File: src/rtl/dog_sprite_animator.sv
// Dog sprite ROM requester: animation frame sequencer (walk/sniff), sprite address
// generation from draw coordinates, and a fixed 2-cycle pixel pipeline for the colour mapper.
module dog_sprite_animator #(
    parameter int SPR_W       = 110,
    parameter int SPR_H       = 86,
    parameter int WALK_TICKS  = 8,
    parameter int SNIFF_TICKS = 16,
    parameter int SNIFF_REPS  = 2
) (
    input  logic        clock,
    input  logic        reset_n,
    input  logic        frame_tick,
    input  logic        sniff_req,
    input  logic [9:0]  dog_x,
    input  logic [9:0]  dog_y,
    input  logic [9:0]  draw_x,
    input  logic [9:0]  draw_y,
    output logic [4:0]  rom_frame,
    output logic [13:0] rom_addr,
    input  logic [3:0]  rom_q,
    output logic [3:0]  pixel_idx,
    output logic        pixel_on,
    output logic [1:0]  anim_state
);

    localparam logic [1:0] ST_WALK  = 2'd0;
    localparam logic [1:0] ST_SNIFF = 2'd1;

    localparam logic [7:0] WALK_LAST  = 8'(WALK_TICKS - 1);
    localparam logic [7:0] SNIFF_LAST = 8'(SNIFF_TICKS - 1);
    localparam logic [7:0] REP_LAST   = 8'(SNIFF_REPS - 1);

    logic [1:0]  state_q, state_d;
    logic [4:0]  frame_q, frame_d;
    logic [7:0]  tick_q, tick_d;
    logic [7:0]  rep_q, rep_d;
    logic        pend_q, pend_d;

    logic [10:0] dx, dy;
    logic        in_box_c;
    logic [13:0] addr_c;
    logic [13:0] addr_q;
    logic        in_box_q;
    logic        box_dly_q;

    // Frame sequencer; all frame changes are gated by frame_tick so they land in blanking.
    always_comb begin
        state_d = state_q;
        frame_d = frame_q;
        tick_d  = tick_q;
        rep_d   = rep_q;
        pend_d  = pend_q;
        case (state_q)
            ST_WALK: begin
                pend_d = pend_q | sniff_req;
                if (frame_tick) begin
                    if (tick_q == WALK_LAST) begin
                        tick_d = 8'd0;
                        if (frame_q == 5'd3) begin
                            // A request arriving on the wrap tick itself still qualifies.
                            if (pend_q | sniff_req) begin
                                state_d = ST_SNIFF;
                                frame_d = 5'd4;
                                pend_d  = 1'b0;
                                rep_d   = 8'd0;
                            end else begin
                                frame_d = 5'd0;
                            end
                        end else begin
                            frame_d = frame_q + 5'd1;
                        end
                    end else begin
                        tick_d = tick_q + 8'd1;
                    end
                end
            end
            ST_SNIFF: begin
                pend_d = 1'b0;
                if (frame_tick) begin
                    if (tick_q == SNIFF_LAST) begin
                        tick_d = 8'd0;
                        if (frame_q == 5'd4) begin
                            frame_d = 5'd5;
                        end else if (rep_q == REP_LAST) begin
                            state_d = ST_WALK;
                            frame_d = 5'd0;
                            rep_d   = 8'd0;
                        end else begin
                            frame_d = 5'd4;
                            rep_d   = rep_q + 8'd1;
                        end
                    end else begin
                        tick_d = tick_q + 8'd1;
                    end
                end
            end
            default: begin
                state_d = ST_WALK;
                frame_d = 5'd0;
                tick_d  = 8'd0;
                rep_d   = 8'd0;
                pend_d  = 1'b0;
            end
        endcase
    end

    // 11-bit differences plus explicit >= checks keep left/above pixels from wrapping into the box.
    always_comb begin
        dx       = {1'b0, draw_x} - {1'b0, dog_x};
        dy       = {1'b0, draw_y} - {1'b0, dog_y};
        in_box_c = (draw_x >= dog_x) && (dx < 11'(SPR_W)) &&
                   (draw_y >= dog_y) && (dy < 11'(SPR_H));
        addr_c   = in_box_c ? (14'(dy) * 14'(SPR_W) + 14'(dx)) : 14'd0;
    end

    always_ff @(posedge clock) begin
        if (!reset_n) begin
            state_q   <= ST_WALK;
            frame_q   <= 5'd0;
            tick_q    <= 8'd0;
            rep_q     <= 8'd0;
            pend_q    <= 1'b0;
            addr_q    <= 14'd0;
            in_box_q  <= 1'b0;
            box_dly_q <= 1'b0;
        end else begin
            state_q   <= state_d;
            frame_q   <= frame_d;
            tick_q    <= tick_d;
            rep_q     <= rep_d;
            pend_q    <= pend_d;
            addr_q    <= addr_c;
            in_box_q  <= in_box_c;
            box_dly_q <= in_box_q;
        end
    end

    // rom_q arrives one cycle after addr_q, aligned with box_dly_q.
    assign pixel_idx  = box_dly_q ? rom_q : 4'd0;
    assign pixel_on   = box_dly_q && (rom_q != 4'd0);
    assign rom_frame  = frame_q;
    assign rom_addr   = addr_q;
    assign anim_state = state_q;

endmodule
File: config.mk
export PLATFORM = sky130hd
export DESIGN_NAME = dog_sprite_animator
export DESIGN_NICKNAME = d
export VERILOG_FILES = /design/src/rtl/dog_sprite_animator.sv
export SDC_FILE = /design/constraint.sdc
export NUM_CORES = 1
export LEC_CHECK = 0
export CORE_ASPECT_RATIO = 1.1
export CORE_MARGIN = 4
export CORE_UTILIZATION = 55
export DETAILED_ROUTE_END_ITERATION = 10
export GPL_TIMING_DRIVEN = 0
export MAX_ROUTING_LAYER = met4
export PLACE_DENSITY = 0.8
export REMOVE_ABC_BUFFERS = 1
export SLEW_MARGIN = 20
export SYNTH_ARGS = -nofsm -noshare
export SYNTH_HDL_FRONTEND = slang
export SYNTH_SLANG_ARGS = --single-unit
File: constraint.sdc
create_clock -name clock -period 7.6 [get_ports clock]
set_input_delay 1.14 -clock clock [delete_from_list [all_inputs] [get_ports clock]]
set_output_delay 1.14 -clock clock [all_outputs]
set_load 0.02 [all_outputs]
==> results.json <==
{
  "status": "finished clean",
  "grt-ovfl-total": 0,
  "syn_avg_cell_area_um2": 8.55,
  "die_area_um2": 9400,
  "synthTopCellsByCount": "70 x inv_1, 61 x ha_1, 39 x dfxtp_1, 36 x nor2_1, 32 x xnor2_1",
  "cts_buffer_depth": 2,
  "slowest_delay_ns": 0.52,
  "ys.flop_type": "dfxtp_1",
  "clock_skew_ns": 0.0107,
  "synth_area_leaders": "dfxtp_1 18%, ha_1 18%, fa_1 11%",
  "arrival_ns": 7.45,
  "grt_pass1_wl_um": 16100,
  "drt-pass1-iter-count": 4,
  "setup_violations": 0,
  "fp.coreArea_um2": 7600,
  "drive_gt1_share_pct": 5.00,
  "io_pins": 74,
  "multiInputGateArea_um2": 3290,
  "crit_fanout": 7,
  "slew_viol_final": 0,
  "cp.required_ns": 7.79,
  "drc": 0,
  "grt_util_met1_pct": 25.0,
  "grt_pass1_vias": 3692,
  "path_clk_slew_ns": 0.08,
  "vias": 3796,
  "synth_cell_types": 67,
  "async_reset_ff_share_pct": 0,
  "pre_cts_slack_ns": -0.00448,
  "regArea_um2": 781,
  "syn2layout_area_growth_pct": 21.7,
  "syn_inst": 509,
  "antenna_left": 0,
  "globalRouteMet3Util_pct": 2.45,
  "timing.final.crit_share_pct": 95.5,
  "tns_ns": 0,
  "clock_latency_ns": 0.29,
  "grtUsageMet2_pct": 38.9,
  "hold_path_class": "reg2reg",
  "die_w_um": 92.8,
  "start_util_pct": 57.3,
  "design_area_um2": 5300,
  "rows": 33,
  "synth_top_area_share_pct": 17.9,
  "yosysWarnings": 0,
  "antenna_cells": 0,
  "wirelength_um": 9540,
  "cts_buffers": 5,
  "yosys_register_bits": 39,
  "fillCellCount": 651,
  "setup_slack_ns": 0.341,
  "die_y_um": 101,
  "end_kind": "flip-flop",
  "cts_max_level": 2,
  "dpl_cell_area_um2": 5160,
  "grt_usage_pct": 21.3,
  "place_hpwl_um": 7930,
  "root_buffer": "clkbuf_8",
  "fmax_mhz": 138,
  "synth-edff-count": 0,
  "worst_slew_pin_slew_ns": 0.990,
  "rsz0062_at_grt": "no",
  "drt_iter0_drc": 145,
  "path_class": "in2reg",
  "maxCapViolCount": 0,
  "path_common_cell": "ha_1",
  "cp-start-kind": "primary input",
  "critPathSlowestCell": "fa_1",
  "ys_seq_area_share_pct": 17.9,
  "antenna_found_initial": 0,
  "grt_max_degree": 16,
  "viasPerCell": 5.54,
  "nNetsFinal": 711,
  "busiest_layer": "met2",
  "cts_tree": "done",
  "hold_viol": 0,
  "cts.sinks": 39,
  "synth_top_cell_by_area": "dfxtp_1",
  "slew_headroom_pct": 34.0,
  "port_buffers": 72,
  "wl_per_cell_um": 13.9,
  "min_period_ns": 7.26,
  "synth.most_common_cell": "inv_1",
  "synthesis.area_um2": 4350,
  "gp_congestion": 0.892
}
registers in the layout, indices dropped and copies added (netlist names):
name,count
in_box_q,1
tick_q,8
rep_q,8
rom_frame,5
anim_state,1
box_dly_q,1
rom_addr,14
pend_q,1
cell usage in the layout (no fill, tap or decap), types with 3 or more instances in the layout:
| master | n |
|---|---|
| nor4b_1 | 4 |
| a21o_1 | 8 |
| or3_1 | 3 |
| nor2_1 | 35 |
| a211oi_1 | 4 |
| nor4_1 | 13 |
| nand2_1 | 23 |
| nor2b_1 | 8 |
| xnor2_1 | 31 |
| clkbuf_8 | 5 |
| nand4_1 | 7 |
| clkdlybuf4s50_1 | 72 |
| nand2b_1 | 4 |
| ha_1 | 61 |
| and2_1 | 9 |
| dfxtp_1 | 39 |
| a21oi_1 | 20 |
| o31ai_1 | 4 |
| nor3_1 | 16 |
| and3_1 | 4 |
| a211o_1 | 4 |
| o21a_1 | 6 |
| xor2_1 | 17 |
| o211ai_1 | 3 |
| nand3_1 | 15 |
| fa_1 | 23 |
| a21boi_0 | 4 |
| o21ai_0 | 15 |
| inv_1 | 70 |
cell type report:
| cell class | count | share of cell area, % |
|---|---|---|
| inverter | 70 | 4.96 |
| timing repair buffer | 72 | 13.6 |
| clock buffer | 5 | 1.30 |
| clock inverter | 3 | 0.827 |
| sequential | 39 | 14.7 |
| multi-input combinational | 391 | 62.1 |
| tap | 105 | 2.48 |
timing repair:
item / in CTS / in global routing
hold buffers: 0 / 0
endpoints found under the setup margin: 0 / 1
buffers inserted: 0 / 0
gates resized for setup: 0 / 4
per-layer routing:
layer	part of all wire, %	up-vias
met3	3.6	14
met2	52	68
met4	1.2	0
met5	0	-
li1	-	1918
met1	43	1796
through the flow:
stage	std cells	util, %	hold slack, ns
after global placement	677	67.9	0.440
after floorplan	500	-	0.412
final	685	69.7	0.466
after global routing	685	69.7	0.499
after detailed placement	677	67.9	0.432
after CTS	685	69.4	0.465
worst max-delay path, delay by kind of cell:
| kind | cells | cell delay, ns |
|---|---|---|
| adders and majority gates | 7 | 2.61 |
| AOI/OAI and AO/OA | 7 | 1.76 |
| and+or+nand+nor | 6 | 0.96 |
| buffers and inverters | 4 | 0.58 |
| xor gates and xnor gates | 2 | 0.40 |
logic make-up after synthesis:
group | Yosys count | synth area share, %
and+or+nand+nor | 156 | 19.4
AOI/OAI and AO/OA | 96 | 16.3
adders and majority gates | 84 | 28.1
buffers and inverters | 79 | 7.10
xor gates and xnor gates | 50 | 10.1
DFF | 39 | 17.9
muxes | 4 | 0.949
other | 1 | 0.0862
worst paths after layout:
path | from | depth (start not counted) | slack (ns) | end
worst min-delay path | in_box_q$_SDFF_PN0_ | 1 | 0.47 | box_dly_q$_SDFF_PN0_
worst max-delay path | draw_y[0] | 26 | 0.34 | rom_addr[13]$_SDFF_PN0_
worst min register to register | in_box_q$_SDFF_PN0_ | 1 | 0.47 | box_dly_q$_SDFF_PN0_
worst max register to register | rom_frame[0]$_SDFFE_PN0P_ | 7 | 5.06 | anim_state[0]$_SDFFE_PN0P_
Power is left out: the tool's default activity adds up to more than one toggle a clock period on the data nets, which glitch-free logic cannot reach.
